`src/rtl/truth_table_recorder.sv`:
```
// Truth-table recorder: sweeps every input vector of a combinational function,
// records implementation A's response into an internal table, counts A/B
// disagreements, then streams the table out over a valid/ready port in address
// order (entry k = response to input vector k).
module truth_table_recorder #(
  parameter int unsigned N_IN   = 8,
  parameter int unsigned N_OUT  = 5,
  parameter int unsigned SETTLE = 2   // legal range 1..15
) (
  input  logic               clk,
  input  logic               rst,
  input  logic               start,
  output logic [N_IN-1:0]    dut_x,
  input  logic [0:N_OUT-1]   dut_y_a,
  input  logic [0:N_OUT-1]   dut_y_b,
  output logic               busy,
  output logic               done,
  output logic               rd_valid,
  input  logic               rd_ready,
  output logic [N_IN-1:0]    rd_addr,
  output logic [0:N_OUT-1]   rd_data,
  output logic [N_IN:0]      mismatch_cnt,
  output logic               first_mis_valid,
  output logic [N_IN-1:0]    first_mis_x
);

  localparam int unsigned     Depth      = 2 ** N_IN;
  localparam logic [N_IN-1:0] LastAddr   = {N_IN{1'b1}};
  localparam logic [3:0]      SettleLast = 4'(SETTLE - 1);

  typedef enum logic [2:0] {
    StIdle,
    StSettle,
    StCapture,
    StDump,
    StDone
  } state_e;

  state_e            state_q, state_d;
  logic [3:0]        settle_cnt_q, settle_cnt_d;
  logic [N_IN-1:0]   x_q, x_d;
  logic [N_IN-1:0]   rd_addr_q, rd_addr_d;
  logic [0:N_OUT-1]  rd_data_q, rd_data_d;
  logic [N_IN:0]     mis_cnt_q, mis_cnt_d;
  logic              first_valid_q, first_valid_d;
  logic [N_IN-1:0]   first_x_q, first_x_d;

  logic              table_we;
  logic              rd_load;
  logic              y_differ;
  logic [0:N_OUT-1]  table_mem [Depth];

  // Case inequality so an X on either response counts as a disagreement.
  assign y_differ = (dut_y_a !== dut_y_b);

  // Table storage: written once per vector in CAPTURE, never cleared.
  always_ff @(posedge clk) begin
    if (table_we) begin
      table_mem[x_q] <= dut_y_a;
    end
  end

  // State and datapath registers.
  always_ff @(posedge clk or posedge rst) begin
    if (rst) begin
      state_q       <= StIdle;
      settle_cnt_q  <= '0;
      x_q           <= '0;
      rd_addr_q     <= '0;
      rd_data_q     <= '0;
      mis_cnt_q     <= '0;
      first_valid_q <= 1'b0;
      first_x_q     <= '0;
    end else begin
      state_q       <= state_d;
      settle_cnt_q  <= settle_cnt_d;
      x_q           <= x_d;
      rd_addr_q     <= rd_addr_d;
      rd_data_q     <= rd_data_d;
      mis_cnt_q     <= mis_cnt_d;
      first_valid_q <= first_valid_d;
      first_x_q     <= first_x_d;
    end
  end

  // Next-state logic: sweep, capture, dump sequencing and read prefetch.
  always_comb begin
    state_d       = state_q;
    settle_cnt_d  = settle_cnt_q;
    x_d           = x_q;
    rd_addr_d     = rd_addr_q;
    rd_data_d     = rd_data_q;
    mis_cnt_d     = mis_cnt_q;
    first_valid_d = first_valid_q;
    first_x_d     = first_x_q;
    table_we      = 1'b0;
    rd_load       = 1'b0;

    unique case (state_q)
      StIdle, StDone: begin
        if (start) begin
          state_d       = StSettle;
          settle_cnt_d  = '0;
          x_d           = '0;
          mis_cnt_d     = '0;
          first_valid_d = 1'b0;
          first_x_d     = '0;
        end
      end

      StSettle: begin
        if (settle_cnt_q == SettleLast) begin
          state_d      = StCapture;
          settle_cnt_d = '0;
        end else begin
          settle_cnt_d = settle_cnt_q + 4'd1;
        end
      end

      StCapture: begin
        table_we = 1'b1;
        if (y_differ) begin
          mis_cnt_d = mis_cnt_q + 1'b1;
          if (!first_valid_q) begin
            first_valid_d = 1'b1;
            first_x_d     = x_q;
          end
        end
        if (x_q == LastAddr) begin
          // dut_x holds the last vector until the next sweep starts.
          state_d   = StDump;
          rd_addr_d = '0;
          rd_load   = 1'b1;
        end else begin
          state_d = StSettle;
          x_d     = x_q + 1'b1;
        end
      end

      StDump: begin
        if (rd_ready) begin
          if (rd_addr_q == LastAddr) begin
            state_d = StDone;
          end else begin
            rd_addr_d = rd_addr_q + 1'b1;
            rd_load   = 1'b1;
          end
        end
      end

      default: begin
        state_d = StIdle;
      end
    endcase

    // Prefetch the entry to be presented next cycle; forward the write in
    // flight when it targets the same address.
    if (rd_load) begin
      rd_data_d = (table_we && (x_q == rd_addr_d)) ? dut_y_a : table_mem[rd_addr_d];
    end
  end

  // Output decode.
  always_comb begin
    busy     = (state_q == StSettle) || (state_q == StCapture) || (state_q == StDump);
    done     = (state_q == StDone);
    rd_valid = (state_q == StDump);
  end

  assign dut_x           = x_q;
  assign rd_addr         = rd_addr_q;
  assign rd_data         = rd_data_q;
  assign mismatch_cnt    = mis_cnt_q;
  assign first_mis_valid = first_valid_q;
  assign first_mis_x     = first_x_q;

endmodule

```
`config.mk`:
```
export PLATFORM = sky130hd
export DESIGN_NAME = truth_table_recorder
export DESIGN_NICKNAME = d
export VERILOG_FILES = /design/src/rtl/truth_table_recorder.sv
export SDC_FILE = /design/constraint.sdc
export NUM_CORES = 2
export LEC_CHECK = 0
export ABC_AREA = 1
export BUFFER_PORTS_ARGS = -buffer_cell sky130_fd_sc_hd__buf_2
export CELL_PAD_IN_SITES_DETAIL_PLACEMENT = 1
export CELL_PAD_IN_SITES_GLOBAL_PLACEMENT = 2
export CORE_MARGIN = 4
export CORE_UTILIZATION = 46
export CTS_CLUSTER_SIZE = 25
export DETAILED_ROUTE_END_ITERATION = 10
export PLACE_DENSITY = 0.93
export SYNTH_ARGS = -nofsm -noshare
export SYNTH_HDL_FRONTEND = slang
export SYNTH_SLANG_ARGS = --single-unit
```
`constraint.sdc`:
```
create_clock -name clk -period 4.3 [get_ports clk]
set_input_delay 0.86 -clock clk [delete_from_list [all_inputs] [get_ports clk]]
set_output_delay 0.86 -clock clk [all_outputs]
set_load 0.1 [all_outputs]
```
Word-level counts from Yosys, hierarchy flattened

Memory sizes are Yosys's and may differ from the RTL's. A register that Yosys moved wholly into a read port is not among the register bits.
Cells that the tools add are included.

Add/subtract/negate cells: 4
Eq/ne operators: 15
Multiplexer cells: 32
Reductions and logical operators: 11

Operator list:

| operator                                              | number |
|---|---|
| 2-to-1 mux 8 bit                                      | 7 |
| one-hot mux 8 bit (2 select lines)                    | 3 |
| 2-to-1 mux 9 bit                                      | 2 |
| one-hot mux 9 bit (2 select lines)                    | 1 |
| adder 8 x 1 -> 8 bit, second input constant           | 2 |
| == test 8 bit, second input constant                  | 2 |
| 2-to-1 mux 3 bit                                      | 4 |
| one-hot mux 3 bit (4 select lines)                    | 1 |
| inequality test 2 bit, second input constant          | 5 |
| adder 9 x 1 -> 9 bit, second input constant           | 1 |
| 2-to-1 mux 1 bit                                      | 8 |
| 2-to-1 mux 4 bit                                      | 2 |
| one-hot mux 4 bit (2 select lines)                    | 1 |
| AND reduction 4 bit                                   | 2 |
| == test 3 x 2 -> 1 bit, second input constant         | 2 |
| AND reduction 3 bit                                   | 2 |
| case inequality test 5 bit                            | 1 |
| adder 4 x 1 -> 4 bit, second input constant           | 1 |
| == test 4 x 1 -> 1 bit, second input constant         | 1 |
| inequality test 2 x 1 -> 1 bit, second input constant | 2 |
| one-hot mux 1 bit (2 select lines)                    | 2 |
| nonzero test 2 bit                                    | 2 |
| == test 3 x 1 -> 1 bit, second input constant         | 1 |
| == test 3 bit, second input constant                  | 1 |
| other kinds (5)                                       | 6 |

Register bits: 41
Bits in writable memories: 1280
Input bits: 14
Output and inout port bits: 42
Logic and storage cells: 70
Memories kept: 1

Memories:

| memory    | words | width | read ports | clocked after memory_dff | wr ports | line | source |
|---|---|---|---|---|---|---|---|
| table_mem | 256   | 5     | 1          | 1                        | 1        | 51   | `logic [0:N_OUT-1] table_mem [Depth];` |

Logic depth before layout (Yosys ltp)

Word-level depth: 4
Gate-level depth with buffers: 22
Gate-level depth less buffers: 20

Least setup slack after synthesis

No wires, ideal clock.

Path type: flip-flop to flip-flop
From: reg rd_addr_q[0], in the netlist rd_addr[0]
To: reg rd_data_q (netlist bit rd_data[1]) (read register of table_mem)
Setup time: 120 ps
Arrival time: 3116 ps
Required time: 4180 ps
Setup slack: 1064 ps
Cell stages (with the launch flop): 21
Buffers on the path: 2
Clock period less this slack: 3236 ps
Path through: dfrtp_1 -> ha_1 -> nand2_1 -> nor2_1 -> nand2_2 -> nand3_2 -> nand2_2 -> nand3_2 -> buf_2 -> clkbuf_1 -> nand2_1 -> nand3_1 -> nand3_1 -> nand3_1 -> nand3_1 -> nand3_1 -> nand3_1 -> nand3_1 -> nand2_1 -> nand2_1 -> nand2_1

Cells in the longest elaborated chain, start to end: 4
Elaborated cells on any way between the ends: 9
Those cells by class: add/sub: 1; eq/ne: 1; mux: 7

RTL lines:

| item                                                                                     | line     | source |
|---|---|---|
| start: declaration                                                                       | 42       | `logic [N_IN-1:0] rd_addr_q, rd_addr_d;` |
| start signal: assignment                                                                 | 78       | `rd_addr_q <= rd_addr_d;` |
| adder 8 x 1 -> 8 bit or == test 8 bit (tied branches)                                    | 145, 142 |  |
| 2-to-1 mux 8 bit or 2-to-1 mux 1 bit (tied branches)                                     | 142      | `if (rd_addr_q == LastAddr) begin` |
| 2-to-1 mux 8 bit or 2-to-1 mux 1 bit (tied branches)                                     | 141      | `if (rd_ready) begin` |
| one-hot mux 8 bit (2 select lines) or one-hot mux 1 bit (2 select lines) (tied branches) | 99       | `unique case (state_q)` |
| end: declaration                                                                         | 43       | `logic [0:N_OUT-1] rd_data_q, rd_data_d;` |

Several ways; a longest one is shown, not always the timed one.
A chain may end at the register's enable or synchronous reset.

Worst setup path after layout

From: reg rd_addr_q[1], in the netlist rd_addr[1]
To: reg rd_data_q (netlist bit rd_data[3]) (read register of table_mem)

The elaborated chain is that of the path after synthesis.

==> impl_metrics.csv <==
group,metric,value,unit
run_status,run_status,"complete, no violations",
power_and_ir_drop,intPower,25.7,mW
drt,routed-wl-met2,88.1,mm
power_and_ir_drop,power_leakage,24.9,nW
placed_design,place_worst_setup_slack,0.274,ns
worst_setup_path,worstSetupEndpointType,"flop",
worst_setup_path,path_cells,"ha_1, nand2_1, nor2_1, nand2_2, nand2_1, o21ai_0, nand2_1, nand2_1, o21ai_4, clkinv_1, buf_4, nand3_1, nand3_1, nand3_1, nand3_1, nand2_1, nand2_1, nand2_1",
power_and_ir_drop,power,43.2,mW
floorplanning,fp-row-count,130,
clock_tree,clockBufferDepth,3,
worst_setup_path,slowest_delay,0.62,ns
drt,vias_per_cell,5.89,
synth,netlist_instances,5420,
global_routing,grt_use_total,0.275,
floorplanning,die_w,363,um
clock_tree,hold_buffers,0,
global_routing,grt_max_degree,174,
power_and_ir_drop,pwr_density_cell,670,mW/mm2
synth,netlist_area,0.0580,mm2
synth,synth_ff_type,"edfxtp_1",
timing,period_needed,4.13,ns
worst_setup_path,crit_path_max_fanout,22,
min_path,hold_path_class,"input port to asynchronous set/reset pin",
clock_tree,cts_resized,0,
worst_setup_path,setup.worst_path.class,"flop to flop",
power_and_ir_drop,ir_worst_vdd,0.000725,V
drt,postRouteAntennaNets,0,
drt,wl_per_cell,25.7,um
power_and_ir_drop,p_comb_frac,0.385,
global_routing,grt_pass1_wl,274,mm
timing,finalCritPeriodShare,0.960,
timing,timing.slew.headroom,0.191,
power_and_ir_drop,seqPwrFrac,0.334,
drt,drt-total-wl,183,mm
timing,fin_hold_ws,0.295,ns
drt,m1WireLength,71.9,mm
synth,yosys_warnings,0,
timing,tightest_slew,1.21,ns
placed_design,io_buffers,55,
worst_setup_path,cp.arrival,4.82,ns
synth,ys_ff_latch,1326,
floorplanning,core,0.125,mm2
synth,synth_seq_area_share,0.682,
drt,num_vias,41900,
worst_setup_path,cp_common_cell,"nand2_1",
clock_tree,numCtsBuffers,142,
synth,syn_nets,5442,
floorplanning,start_util,0.463,
drt,drt-initial-drc-count,4568,
drt,dr.pass1.iters,5,
power_and_ir_drop,clockPowerShare,0.281,
global_routing,antenna_found_initial,7,
drt,top_layer,"met4",
synth,synth-async-reset-ratio,0.0347,
placed_design,gp_congestion,0.844,
timing,rsz0062_at_grt,"no",
final_layout,area_growth,11.2,%
final_layout,drive_gt1_frac,0.0691,
drt,drc,0,
timing,tns,0,ns
global_routing,grt_pass1_vias,44000,
placed_design,dp_hpwl,103,mm
timing,setup_ws,0.171,ns
timing,skew,0.0252,ns
clock_tree,cts-htree-levels,4,
synth,synth_cell_types,37,
global_routing,gr-total-overflow,0,
timing,finalHoldViolCount,0,
drt,wl_met3,15.3,mm
worst_setup_path,crit_path_top_delay_cell,"clkinv_1",
clock_tree,clkTransAtPathRegs,0.06,ns
worst_setup_path,critPathRequiredTime,4.99,ns
clock_tree,cts_tree,"yes",
clock_tree,post_cts_buffers,0,
placed_design,dp_cells,6850,
timing,report.final.setup_viol,0,
run,drv_cap,0,
final_layout,layout.cells.non_filler,7113,
floorplanning,die-area,0.132,mm2
timing,drv_slew,0,
synth,synth_edf_count,1280,
final_layout,nets,5367,
worst_setup_path,start_kind,"flop",
timing,fmax,242,MHz
floorplanning,io-pin-count,56,
clock_tree,cts_root_buf,"clkbuf_16",
synth,postSynthAreaPerCell,10.7,um2
clock_tree,worstSkewPairLatency,0.75,ns
power_and_ir_drop,sw_frac_of_total,0.405,
floorplanning,die_h,363,um
clock_tree,cts_sinks,1326,
power_and_ir_drop,p_sw,17.5,mW
power groups by stage:
stage               combinational, mW  sequential (mW)  clock (mW)
detailed placement               16.2             14.7           0
global placement                 15.8             14.7           0
global route                     18.0             14.4        12.8
floorplan                        10.1             15.2           0
finish                           16.7             14.4        12.2
CTS                              16.4             14.4        12.3
worst paths after layout:
path | start | endpoint | slack [ns] | depth (start not counted)
min reg2reg | first_mis_x[4] | first_mis_x[4] | 0.52 | 2
max reg2reg | rd_addr[1] | rd_data[3] | 0.17 | 18
max | rd_addr[1] | rd_data[3] | 0.17 | 18
min | rst | mismatch_cnt[5] | 0.30 | 3
min in group clk | dut_y_a[4] | table_mem[247][0] | 0.38 | 1
max in group asynchronous | rst | rd_addr[7] | 3.53 | 3
synthesized netlist by cell type, types with 9 or more instances:
library cell | instances | share of area
o211ai_1 | 213 | 0.028
xor2_1 | 11 | 0.0017
buf_2 | 171 | 0.015
clkbuf_1 | 155 | 0.010
buf_1 | 17 | 0.0011
nor2_1 | 306 | 0.020
edfxtp_1 | 1280 | 0.66
nand3_1 | 867 | 0.075
inv_1 | 693 | 0.045
nand4_1 | 224 | 0.024
dfrtp_1 | 46 | 0.020
nand2_1 | 1313 | 0.085
o21ai_0 | 38 | 0.0033
buf_4 | 10 | 0.0013
a21oi_1 | 9 | 0.00078
final cells by class:
type / count / area, um2
tap: 1650 / 2060
timing repair buffer: 140 / 1380
clock buffer: 190 / 3970
multi-input combinational: 3033 / 14300
fill: 13200 / 60800
clock inverter: 67 / 587
antenna: 5 / 12.5
sequential: 1326 / 39600
inverter: 702 / 2660
flip-flops by register name, indices dropped and copies added (netlist names):
| name | count |
|---|---|
| first_mis_valid | 1 |
| mismatch_cnt | 9 |
| first_mis_x | 8 |
| dut_x | 8 |
| rd_data | 5 |
| settle_cnt_q | 4 |
| rd_addr | 8 |
| state_q | 3 |
| table_mem | 1280 |
worst max-delay path, delay by kind of cell, from the launching register on:
kind                       cells  cell delay (ns)
adders and majority gates      1             0.24
AOI/OAI and AO/OA              2             0.21
DFF                            1             0.44
and+or+nand+nor               13             1.98
buffers and inverters          2             1.15
cell families after synthesis:
| kind of cell | Yosys count | share of synthesized area |
|---|---|---|
| AOI/OAI and AO/OA | 282 | 0.0343 |
| xor gates and xnor gates | 14 | 0.00211 |
| and+or+nand+nor | 2729 | 0.206 |
| adders and majority gates | 8 | 0.00172 |
| DFF | 1326 | 0.682 |
| buffers and inverters | 1061 | 0.0737 |
placed cells by master, fill, tap and decap left out, drive strengths merged:
| master | n |
|---|---|
| clkinv | 57 |
| a211oi | 1 |
| edfxtp | 1280 |
| nand4 | 225 |
| a21oi | 9 |
| ha | 8 |
| clkinvlp | 1 |
| nand3b | 1 |
| nor3 | 5 |
| o21ai | 42 |
| xnor2 | 3 |
| o22ai | 6 |
| xor2 | 11 |
| o31ai | 8 |
| o211ai | 213 |
| bufinv | 10 |
| o2111ai | 1 |
| nand3 | 871 |
| a311oi | 1 |
| nor4 | 1 |
| clkbuf | 191 |
| diode | 5 |
| nor2 | 309 |
| dfrtp | 46 |
| nand2 | 1317 |
| inv | 701 |
| a221oi | 1 |
| buf | 139 |
metal layers:
metal  track usage  vias up
met1         0.363    21200
met5             0        -
met2         0.454     1876
li1              -    18400
met3        0.0516      408
met4         0.110        0
per-stage QoR:
stage,util,area (um2)
6_report,0.515,64600
5_1_grt,0.515,64600
4_1_cts,0.514,64500
3_5_place_dp,0.478,59900
3_3_place_gp,0.478,59900
2_1_floorplan,-,58000
(Power assumes the default switching activity.)
